<file path="src/rtl/multicycle_ctrl.sv">
// multicycle_ctrl
//   Main control FSM of the multicycle RV32I core. Sequences fetch, decode,
//   execute, memory and writeback for every instruction, drives the datapath
//   enables and mux selects, the immediate-format select, and the request
//   side of the shared instruction/data memory port.
//
//   Memory handshake: memReq (with adrSrc/memWrite) is raised in a request
//   state and held unchanged until the cycle in which memReady is high; that
//   cycle completes the access and the FSM leaves the request state on the
//   following edge. memReady outside a request state has no effect.
//
// Ports
//   clk        core clock, rising edge
//   rst_n      asynchronous active-low reset; forces every output to 0
//   op         IR[6:0] opcode
//   funct3     IR[14:12]
//   zero       ALU zero flag (combinational)
//   memReady   memory completes the current access this cycle
//   memReq     memory access request
//   memWrite   access is a write (meaningful only with memReq)
//   adrSrc     memory address: 0 = PC, 1 = ALU-out register
//   irWrite    load IR and oldPC
//   pcWrite    load PC from result
//   regWrite   register-file write
//   resultSrc  00 = ALU-out reg, 01 = memory data reg, 10 = ALU result
//   aluSrcA    00 = PC, 01 = oldPC, 10 = rs1, 11 = zero
//   aluSrcB    00 = rs2, 01 = immediate, 10 = constant 4
//   aluOp      00 = add, 01 = sub, 10 = decode from funct3/funct7
//   immSrc     000 = I, 001 = S, 010 = B, 011 = J, 100 = U
//   illegal    core is trapped
//   state_o    current FSM state (debug observation only)

module multicycle_ctrl (
    input  logic       clk,
    input  logic       rst_n,
    input  logic [6:0] op,
    input  logic [2:0] funct3,
    input  logic       zero,
    input  logic       memReady,
    output logic       memReq,
    output logic       memWrite,
    output logic       adrSrc,
    output logic       irWrite,
    output logic       pcWrite,
    output logic       regWrite,
    output logic [1:0] resultSrc,
    output logic [1:0] aluSrcA,
    output logic [1:0] aluSrcB,
    output logic [1:0] aluOp,
    output logic [2:0] immSrc,
    output logic       illegal,
    output logic [3:0] state_o
);

    localparam logic [6:0] OP_LOAD   = 7'b0000011;
    localparam logic [6:0] OP_STORE  = 7'b0100011;
    localparam logic [6:0] OP_R      = 7'b0110011;
    localparam logic [6:0] OP_IMM    = 7'b0010011;
    localparam logic [6:0] OP_BRANCH = 7'b1100011;
    localparam logic [6:0] OP_JAL    = 7'b1101111;
    localparam logic [6:0] OP_JALR   = 7'b1100111;
    localparam logic [6:0] OP_LUI    = 7'b0110111;
    localparam logic [6:0] OP_AUIPC  = 7'b0010111;

    typedef enum logic [3:0] {
        S_FETCH    = 4'd0,
        S_DECODE   = 4'd1,
        S_MEMADR   = 4'd2,
        S_MEMREAD  = 4'd3,
        S_MEMWB    = 4'd4,
        S_MEMWRITE = 4'd5,
        S_EXER     = 4'd6,
        S_EXEI     = 4'd7,
        S_LUI      = 4'd8,
        S_AUIPC    = 4'd9,
        S_JALR     = 4'd10,
        S_JAL      = 4'd11,
        S_ALUWB    = 4'd12,
        S_BRANCH   = 4'd13,
        S_TRAP     = 4'd14
    } state_e;

    state_e state_q;

    assign state_o = state_q;

    // Only BEQ (000) and BNE (001) are implemented.
    logic branch_ok;
    assign branch_ok = (funct3 == 3'b000) || (funct3 == 3'b001);

    always_ff @(posedge clk or negedge rst_n) begin
        if (!rst_n) begin
            state_q <= S_FETCH;
        end else begin
            case (state_q)
                S_FETCH:    if (memReady) state_q <= S_DECODE;
                S_DECODE: begin
                    case (op)
                        OP_LOAD, OP_STORE: state_q <= S_MEMADR;
                        OP_R:              state_q <= S_EXER;
                        OP_IMM:            state_q <= S_EXEI;
                        OP_BRANCH:         state_q <= branch_ok ? S_BRANCH : S_TRAP;
                        OP_JAL:            state_q <= S_JAL;
                        OP_JALR:           state_q <= S_JALR;
                        OP_LUI:            state_q <= S_LUI;
                        OP_AUIPC:          state_q <= S_AUIPC;
                        default:           state_q <= S_TRAP;
                    endcase
                end
                // Only load/store reach MEMADR, so anything not a store is a load.
                S_MEMADR:   state_q <= (op == OP_STORE) ? S_MEMWRITE : S_MEMREAD;
                S_MEMREAD:  if (memReady) state_q <= S_MEMWB;
                S_MEMWB:    state_q <= S_FETCH;
                S_MEMWRITE: if (memReady) state_q <= S_FETCH;
                S_EXER:     state_q <= S_ALUWB;
                S_EXEI:     state_q <= S_ALUWB;
                S_LUI:      state_q <= S_ALUWB;
                S_AUIPC:    state_q <= S_ALUWB;
                // JALR computes rs1+imm as the target, then shares JAL's
                // PC-load / link-compute step.
                S_JALR:     state_q <= S_JAL;
                S_JAL:      state_q <= S_ALUWB;
                S_ALUWB:    state_q <= S_FETCH;
                S_BRANCH:   state_q <= S_FETCH;
                S_TRAP:     state_q <= S_TRAP;
                default:    state_q <= S_TRAP;
            endcase
        end
    end

    // Output decode. Moore terms come from state_q; the FETCH enables
    // (memReady) and the BRANCH pcWrite (zero) are Mealy terms. Everything is
    // gated by rst_n so enables drop the moment reset is asserted, not at the
    // next edge.
    always_comb begin
        memReq    = 1'b0;
        memWrite  = 1'b0;
        adrSrc    = 1'b0;
        irWrite   = 1'b0;
        pcWrite   = 1'b0;
        regWrite  = 1'b0;
        resultSrc = 2'b00;
        aluSrcA   = 2'b00;
        aluSrcB   = 2'b00;
        aluOp     = 2'b00;
        illegal   = 1'b0;

        case (op)
            OP_LOAD, OP_IMM, OP_JALR: immSrc = 3'b000;
            OP_STORE:                 immSrc = 3'b001;
            OP_BRANCH:                immSrc = 3'b010;
            OP_JAL:                   immSrc = 3'b011;
            OP_LUI, OP_AUIPC:         immSrc = 3'b100;
            default:                  immSrc = 3'b000;
        endcase

        case (state_q)
            S_FETCH: begin
                memReq    = 1'b1;
                aluSrcB   = 2'b10;
                resultSrc = 2'b10;
                irWrite   = memReady;
                pcWrite   = memReady;
            end
            S_DECODE: begin
                aluSrcA = 2'b01;
                aluSrcB = 2'b01;
            end
            S_MEMADR: begin
                aluSrcA = 2'b10;
                aluSrcB = 2'b01;
            end
            S_MEMREAD: begin
                memReq = 1'b1;
                adrSrc = 1'b1;
            end
            S_MEMWB: begin
                resultSrc = 2'b01;
                regWrite  = 1'b1;
            end
            S_MEMWRITE: begin
                memReq   = 1'b1;
                memWrite = 1'b1;
                adrSrc   = 1'b1;
            end
            S_EXER: begin
                aluSrcA = 2'b10;
                aluOp   = 2'b10;
            end
            S_EXEI: begin
                aluSrcA = 2'b10;
                aluSrcB = 2'b01;
                aluOp   = 2'b10;
            end
            S_LUI: begin
                aluSrcA = 2'b11;
                aluSrcB = 2'b01;
            end
            S_AUIPC: begin
                aluSrcA = 2'b01;
                aluSrcB = 2'b01;
            end
            S_JALR: begin
                aluSrcA = 2'b10;
                aluSrcB = 2'b01;
            end
            S_JAL: begin
                // PC <= target held in ALU-out; ALU computes oldPC+4 for rd.
                aluSrcA = 2'b01;
                aluSrcB = 2'b10;
                pcWrite = 1'b1;
            end
            S_ALUWB: begin
                regWrite = 1'b1;
            end
            S_BRANCH: begin
                aluSrcA = 2'b10;
                aluOp   = 2'b01;
                pcWrite = (funct3 == 3'b001) ? !zero : zero;
            end
            S_TRAP: begin
                illegal = 1'b1;
            end
            default: ;
        endcase

        if (!rst_n) begin
            memReq    = 1'b0;
            memWrite  = 1'b0;
            adrSrc    = 1'b0;
            irWrite   = 1'b0;
            pcWrite   = 1'b0;
            regWrite  = 1'b0;
            resultSrc = 2'b00;
            aluSrcA   = 2'b00;
            aluSrcB   = 2'b00;
            aluOp     = 2'b00;
            immSrc    = 3'b000;
            illegal   = 1'b0;
        end
    end

endmodule

</file>
<file path="config.mk">
export PLATFORM = sky130hd
export DESIGN_NAME = multicycle_ctrl
export DESIGN_NICKNAME = d
export VERILOG_FILES = /design/src/rtl/multicycle_ctrl.sv
export SDC_FILE = /design/constraint.sdc
export NUM_CORES = 1
export LEC_CHECK = 0
export ABC_AREA = 1
export CAP_MARGIN = 10
export CORE_UTILIZATION = 32
export CTS_BUF_LIST = sky130_fd_sc_hd__clkbuf_16
export DETAILED_ROUTE_END_ITERATION = 16
export HOLD_SLACK_MARGIN = 0.03
export PLACE_DENSITY = 0.7
export SKIP_LAST_GASP = 1
export SYNTH_ARGS = -nofsm -noshare
export SYNTH_HDL_FRONTEND = slang
export SYNTH_SLANG_ARGS = --single-unit
export TNS_END_PERCENT = 100
</file>
<file path="constraint.sdc">
create_clock -name clk -period 1.26 [get_ports clk]
set_input_delay 0.315 -clock clk [delete_from_list [all_inputs] [get_ports clk]]
set_output_delay 0.315 -clock clk [all_outputs]
set_load 0.1 [all_outputs]
</file>
==> summary.txt, run 1 <==
Synth area leader: nand2_1
FP Rows: 16
Warning count from the yosys run: 0
Synthesized instance count: 126
Post-synth ARST share: 100%
Synth Register Bits: 4
EDFF count, synth: 0
Synth top area share: 17.0%
Top cells by area, synth: nand2_1 17%, dfrtp_1 15%, nor2_1 12%
Starting density of the core: 34.5%
Distinct cells, synth: 21
Syn Nets: 140
Mean Syn Cell Area: 5.42 um^2
Status: stopped before the end
# port buffers: 35
Die height: 48.2 um
Synth Cell Area: 683 um^2
Error msg: [ERROR DPL-0033] detailed placement checks failed during check placement.
Last stage: detailed placement
RePlAce Congestion: 0.950
IO Count: 36
Register area share after synthesis: 14.7%
Dpl hpwl: 4120 um
Ys flop type: dfrtp_1
DIE WIDTH: 48.2 um
## per-stage QoR
step / TNS, ns / worst slack (ns) / cells
global placement: -11.61 / -0.677 / 227
floorplan: -14.04 / -1.06 / 126
## cell usage after synthesis, types with 2 or more instances
master	number
nand2_1	31
nor2_1	21
inv_1	14
a21oi_1	11
nand3_1	9
nor2_2	6
nor3_1	6
dfrtp_1	4
inv_2	4
nand2_2	3
nor2_4	3
o21ai_0	3
a21oi_2	2
a31oi_1	2
## cells by family after synthesis
| family | synth area share [%] |
|---|---|
| buf+inv | 11.7 |
| simple gates | 57.7 |
| flops | 14.7 |
| compound gates | 15.9 |
==> inputs of run 2 (changes only) <==
- CORE_AREA: default -> 2 2 63 65
- CORE_UTILIZATION: 32 -> default
- CTS_BUF_LIST: sky130_fd_sc_hd__clkbuf_16 -> default
- DIE_AREA: default -> 0 0 65 67
- HOLD_SLACK_MARGIN: 0.03 -> default
- PLACE_DENSITY: 0.7 -> default
- PLACE_DENSITY_LB_ADDON: default -> 0.15
- clock period: 1.26 -> 1.65 ns (I/O delays scaled with it)
==> summary.txt, run 2 <==
Status: finished, violations left
Failing checks: negative setup slack
Design Power: 4.27 mW
Crit path launch: state_o[3]$_DFFE_PN0P_
Distinct cells, synth: 21 (unchanged)
Setup Skew: 0.00318 ns
Internal: 1.93 mW
Post-DRT Antenna Nets: 0
Worst reg2reg startpoint: state_o[3]$_DFFE_PN0P_
DR pass1 iterations: 4
Clk root buf: clkbuf_8
Syn Nets: 140 (unchanged)
Clock share of power: 4.8%
First-pass GRT wire length: 5690 um
Max Fanout on Critical Path: 4
Register area share after synthesis: 14.7% (unchanged)
Net switching power figure: 2.34 mW
Comb power frac: 89.0%
Clock Sinks: 4
Post-Synth XOR/XNOR Area: 0% (unchanged)
DIE WIDTH: 65 um (+35%)
Worst-Skew Late Latency: 0.22 ns
Drt initial violations: 24
Synth Cell Area: 683 um^2 (unchanged)
Peak supply drop: 0.00101 V
Starting density of the core: 18.9% (-16 points)
Hold Path Class: input pin to async pin
Reg-to-reg endpoint: state_o[1]$_DFFE_PN0P_
Pwr dens: 1790 mW/mm^2
Period Utilization, post-route: 121%
MaxCap Viol Count: 0
Dpl hpwl: 2560 um (-38%)
Post-route DRC: 0
Vias in the first global route: 1302
Avg WL per Cell: 12.7 um
Count of final setup violators: 16
FF+latch area: 115 um^2
Placed cells: 256
Die height: 67 um (+39%)
F_max: 502 MHz
CTS tree: built
Largest net degree at the start of global routing: 8
Post-synth ARST share: 100% (unchanged)
# port buffers: 35 (unchanged)
Crit path time final: 1.99 ns
Top cells by area, synth: nand2_1 17%, dfrtp_1 15%, nor2_1 12%
Synth Area in Adders: 0% (unchanged)
IO Count: 36 (unchanged)
Total GRT Usage: 16.8%
Final Max Slew Viols: 0
Area of the multi-input gates: 870 um^2
Startpoint types: register
CP arrival: 1.58 ns
Die area: 0.00436 mm^2
R2R Setup Slk: 0.05 ns
Mean Syn Cell Area: 5.42 um^2 (unchanged)
Largest family of logic cells by synthesized area: simple AND/OR/NAND/NOR gates
Worst Path Required: 1.24 ns
Ys flop type: dfrtp_1
DR vias: 1221
Seq pwr share: 6.2%
Switching Fraction: 54.8%
Synth area leader: nand2_1
Num CTS Buffers: 3
Htree depth: 1
Vias per Instance: 4.44
Crit Path Class: register to primary output
Share of cells above drive strength 1: 78.0%
Fillers: 280
Most common cell after layout, fill and taps aside: buf_4
Worst Slack Setup Final: -0.341 ns
Worst slew pin tran: 0.331 ns
Final net count: 243
Final hold vios: 0
Commonest cells post-synth: 31 x nand2_1, 21 x nor2_1, 14 x inv_1
Post-synthesis mux area share: 0% (unchanged)
Warning count from the yosys run: 0 (unchanged)
P_leak: 1.07 nW
Clock transition at path regs: 0.03 ns
DRT Wirelength: 3490 um
R2R cell count: 10
Relative slew margins: 77.8%
Most frequent cells in the layout: 50 x buf_4, 26 x buf_12, 18 x nand2_1, 16 x nor2_4, 14 x buf_6
# diodes: 0
EDFF count, synth: 0 (unchanged)
Post-Synth Simple-Gate Area: 57.7% (unchanged)
Overflow after GRT: 0
Synthesized instance count: 126 (unchanged)
Crit end category: primary output
Area grow syn2layout: 249%
Synth Register Bits: 4 (unchanged)
Synth top area share: 17.0% (unchanged)
Largest register FFs: 4
FP Rows: 22 (+6)
Most frequent cell after synthesis: nand2_1
Longest Clk Path Bufs: 2
Layout Cells excl Fill: 275
RePlAce Congestion: 0.849 (-11%)
Compound-cell area share of the yosys netlist: 15.9% (unchanged)
RSZ-0062 raised after global routing: true
Fin Setup TNS: -4.02 ns
Initial antenna violation count: 0
Core Area: 0.00361 mm^2
run 2: cell counts after synthesis:
Identical to the previous run, type by type.
run 2: what timing repair did:
action,CTS,global route
gates cloned,1,0
pin swaps,17,22
setup buffers,10,7
hold buffers,0,0
endpoints found under the setup margin,19,19
resized for setup,64,24
run 2: worst max-delay path: stages (launching register included):
cell and delay [ns]:
dfrtp_4 0.49, nor2_4 0.15, inv_4 0.07, nor2_4 0.19, nand2_4 0.09, a31oi_4 0.16
buf_12 0.19
run 2: worst max path at each step:
stage                              end  slack [ns]  depth (start not counted)
after floorplan           resultSrc[0]       -0.76                          4
after global placement       immSrc[0]       -0.46                          8
after detailed placement     immSrc[0]       -0.50                          8
after CTS                      pcWrite       -0.37                          7
after global routing           pcWrite       -0.40                          6
final                          pcWrite       -0.34                          6
run 2: logic make-up after synthesis:
| logic type | Yosys count |
|---|---|
| simple gates | 82 |
| buf+inv | 21 |
| compound gates | 19 |
| flops | 4 |
run 2: area by class of cell:
cell class,instances,share of cell area (%)
Multi-Input combinational cell,101,36.4
Clock buffer,3,1.73
Timing Repair Buffer,100,49.3
Tap cell,48,2.52
Inverter,19,5.24
Sequential cell,4,4.82
run 2: stage by stage:
step                      cell area (um^2)  setup WS, ns  hold slack, ns  utilization (%)
final                                 2390        -0.341           0.145             66.2
after global placement                2050        -0.463           0.639             56.7
after global routing                  2390        -0.403           0.147             66.2
after CTS                             2280        -0.371           0.146             63.2
after detailed placement              2050        -0.504           0.649             56.7
after floorplan                       1030        -0.764           0.117                -
run 2: routing by layer:
metal / wire (um) / up-vias / part of all wire, % / global-route usage (%)
met2: 1990 / 31 / 57 / 32.6
met1: 1330 / 578 / 38 / 18.5
li1: - / 608 / - / -
met5: 0 / - / 0 / 0
met3: 131 / 4 / 3.8 / 2.53
met4: 42 / 0 / 1.2 / 5.32
run 2: power by group through the flow:
stage	combinational [mW]	sequential [mW]	clock, mW
floorplan	1.62	0.600	0
global placement	3.21	0.268	0
detailed placement	3.24	0.270	0
CTS	3.58	0.269	0.208
global route	3.97	0.273	0.216
finish	3.80	0.266	0.206
Note: power is estimated with default switching activity, not from simulation.
==> inputs of run 3 (changes only) <==
- ABC_AREA: 1 -> default
==> summary.txt, run 3 <==
Status: finished, violations left
Failing checks: negative setup slack
FF+latch area: 115 um^2 (unchanged)
Internal: 2.10 mW (+9.0%)
Register area share after synthesis: 15.2% (+0.59 points)
Drt initial violations: 27 (+13%)
Reg-to-reg endpoint: state_o[2]$_DFFE_PN0P_
IO Count: 36 (unchanged)
CP arrival: 1.67 ns (+0.09 ns)
DR vias: 1180 (-3.4%)
Period Utilization, post-route: 126% (+5.5 points)
Synthesized instance count: 101 (-20%)
F_max: 480 MHz (-4.4%)
R2R cell count: 6 (-4)
Peak supply drop: 0.000691 V (-32%)
Layout Cells excl Fill: 246 (-11%)
Pre-CTS WS: -0.796 ns (-0.292 ns)
Syn Nets: 115 (-18%)
Worst slew pin tran: 0.362 ns (+0.0313 ns)
# port buffers: 35 (unchanged)
R2R Setup Slk: 0.05 ns (about the same)
Final Max Slew Viols: 0 (unchanged)
Seq pwr share: 7.4% (+1.2 points)
Area of the multi-input gates: 918 um^2 (+5.6%)
Dpl hpwl: 2190 um (-14%)
Crit end category: primary output
Warning count from the yosys run: 0 (unchanged)
Share of cells above drive strength 1: 83.3% (+5.4 points)
Vias in the first global route: 1203 (-7.6%)
Longest Clk Path Bufs: 2 (unchanged)
First-pass GRT wire length: 5680 um (-0.25%)
Relative slew margins: 75.6% (-2.1 points)
Final net count: 214 (-12%)
Placed cells: 213 (-17%)
Fillers: 289 (+3.2%)
Most frequent cell after synthesis: nor2_1
DRT Wirelength: 3640 um (+4.2%)
Worst-Skew Late Latency: 0.22 ns (about the same)
Worst reg2reg startpoint: state_o[1]$_DFFE_PN0P_
Most frequent cells in the layout: 45 x buf_4, 24 x buf_12, 22 x buf_6, 9 x nor2_4, 8 x buf_2
Hold Path Class: input pin to async pin
Max Fanout on Critical Path: 2 (-2)
Avg WL per Cell: 14.8 um (+16%)
Htree depth: 1 (unchanged)
Final hold vios: 0 (unchanged)
DR pass1 iterations: 4 (unchanged)
Synth Register Bits: 4 (unchanged)
Synth top area share: 15.2% (-1.8 points)
Clock transition at path regs: 0.03 ns (about the same)
Worst Slack Setup Final: -0.432 ns (-0.0909 ns)
Net switching power figure: 2.30 mW (-1.9%)
Initial antenna violation count: 0 (unchanged)
RSZ-0062 raised after global routing: true
Ys flop type: dfrtp_1
Setup Skew: 0.00312 ns (-0.0000636 ns)
Post-DRT Antenna Nets: 0 (unchanged)
EDFF count, synth: 0 (unchanged)
Top cells by area, synth: dfrtp_1 15%, nor2_1 7.4%, nand2_1 5.7%
Synth Cell Area: 657 um^2 (-3.8%)
Vias per Instance: 4.80 (+8.0%)
FP Rows: 22 (unchanged)
Die height: 67 um (unchanged)
Startpoint types: input pin
Core Area: 0.00361 mm^2 (unchanged)
Starting density of the core: 18.2% (-0.73 points)
# diodes: 0 (unchanged)
Most common cell after layout, fill and taps aside: buf_4
Worst Path Required: 1.24 ns (about the same)
Total GRT Usage: 16.7% (-0.10 points)
DIE WIDTH: 65 um (unchanged)
CTS tree: built
RePlAce Congestion: 0.791 (-6.8%)
Commonest cells post-synth: 13 x nor2_1, 10 x nand2_1, 9 x clkbuf_1
Switching Fraction: 52.2% (-2.6 points)
Crit Path Class: input pin to primary output
Pwr dens: 1880 mW/mm^2 (+5.0%)
Clk root buf: clkbuf_8
Largest net degree at the start of global routing: 8 (unchanged)
Crit path time final: 2.08 ns (+0.0909 ns)
Worst path slowest cell: or4b_4
Distinct cells, synth: 37 (+76%)
Area grow syn2layout: 256%
Clock Sinks: 4 (unchanged)
Synth area leader: dfrtp_1
Clock share of power: 4.7% (about the same)
Max incr delay on CP: 0.48 ns (about the same)
Ordered list of cells on the worst path: buf_6 > and4bb_4 > or4b_4 > a21boi_4 > buf_12
Count of final setup violators: 19 (+3)
Die area: 0.00436 mm^2 (unchanged)
Num CTS Buffers: 3 (unchanged)
Post-synth ARST share: 100% (unchanged)
MaxCap Viol Count: 0 (unchanged)
Mean Syn Cell Area: 6.50 um^2 (+20%)
Overflow after GRT: 0 (unchanged)
Largest register FFs: 4 (unchanged)
Post-route DRC: 0 (unchanged)
Comb power frac: 87.9% (-1.1 points)
P_leak: 0.979 nW (-8.4%)
-- run 3: changes by cell type in the layout (fill, tap and decap cells not counted), moves of 6 or more --
cell     delta
nand2_2     -7
nor2_4      -7
buf_6       +8
inv_2       -6
nand2_1    -14
nor2_1      -7
-- run 3: metrics by stage --
stage / TNS [ns] / utilization (%) / hold WS [ns] / power (mW) / instance area (um^2)
after floorplan: -7.36 / - / 0.117 / 2.09 / 897
after global placement: -8.18 / 48.3 / 0.749 / 3.16 / 1740
after detailed placement: -8.64 / 48.3 / 0.766 / 3.18 / 1740
after CTS: -4.33 / 61.3 / 0.265 / 4.09 / 2210
after global routing: -5.22 / 64.9 / 0.272 / 4.58 / 2340
final: -4.49 / 64.9 / 0.263 / 4.40 / 2340
-- run 3: final cells by class --
class / count / area share (%)
timing repair buffer: 104 / 50.7
tap: 48 / 2.57
sequential: 4 / 4.92
multi-input combinational: 84 / 39.2
inverter: 3 / 0.802
clock buffer: 3 / 1.76
-- run 3: power groups by stage --
stage	Sequential, mW	Clock (mW)	Combinational [mW]
2_1_floorplan	0.505	0	1.59
3_3_place_gp	0.277	0	2.88
3_5_place_dp	0.277	0	2.90
4_1_cts	0.297	0.207	3.58
5_1_grt	0.335	0.220	4.02
6_report	0.325	0.206	3.87
-- run 3: layer usage --
metal  track usage (%)  wire [um]  part of all wire (%)  vias up
met3              2.20        137                   3.8        4
met4              2.39         21                  0.58        0
met2              33.4       2120                    58       36
met1              18.9       1360                    37      581
li1                  -          -                     -      559
met5                 0          0                     0        -
-- run 3: what timing repair did --
item,4_1_cts,5_1_grt
setup buffers,27,7
gates cloned,1,0
pin swaps,29,20
resized for setup,108,20
setup endpoints to repair,21,21
hold buffers,0,0
-- run 3: cell families after synthesis --
kind of cell | share of synthesized area [%]
AOI/OAI and AO/OA | 28.4
xor gates and xnor gates | 4.00
buffers and inverters | 7.43
DFF | 15.2
muxes | 1.52
and+or+nand+nor | 43.4
-- run 3: worst max-delay path, delay by kind of cell --
family | cells | cell delay (ns)
simple gates | 2 | 0.80
buf+inv | 2 | 0.28
compound gates | 1 | 0.17
-- run 3: worst max path at each step --
stage	from	end	slack [ns]	depth (start not counted)
after floorplan	state_o[3]$_DFFE_PN0P_	memWrite	-0.70	4
after global placement	op[6]	immSrc[0]	-0.78	5
after detailed placement	op[6]	immSrc[0]	-0.80	5
after CTS	op[3]	immSrc[0]	-0.42	5
after global routing	op[3]	immSrc[0]	-0.45	5
final	op[3]	immSrc[0]	-0.43	5
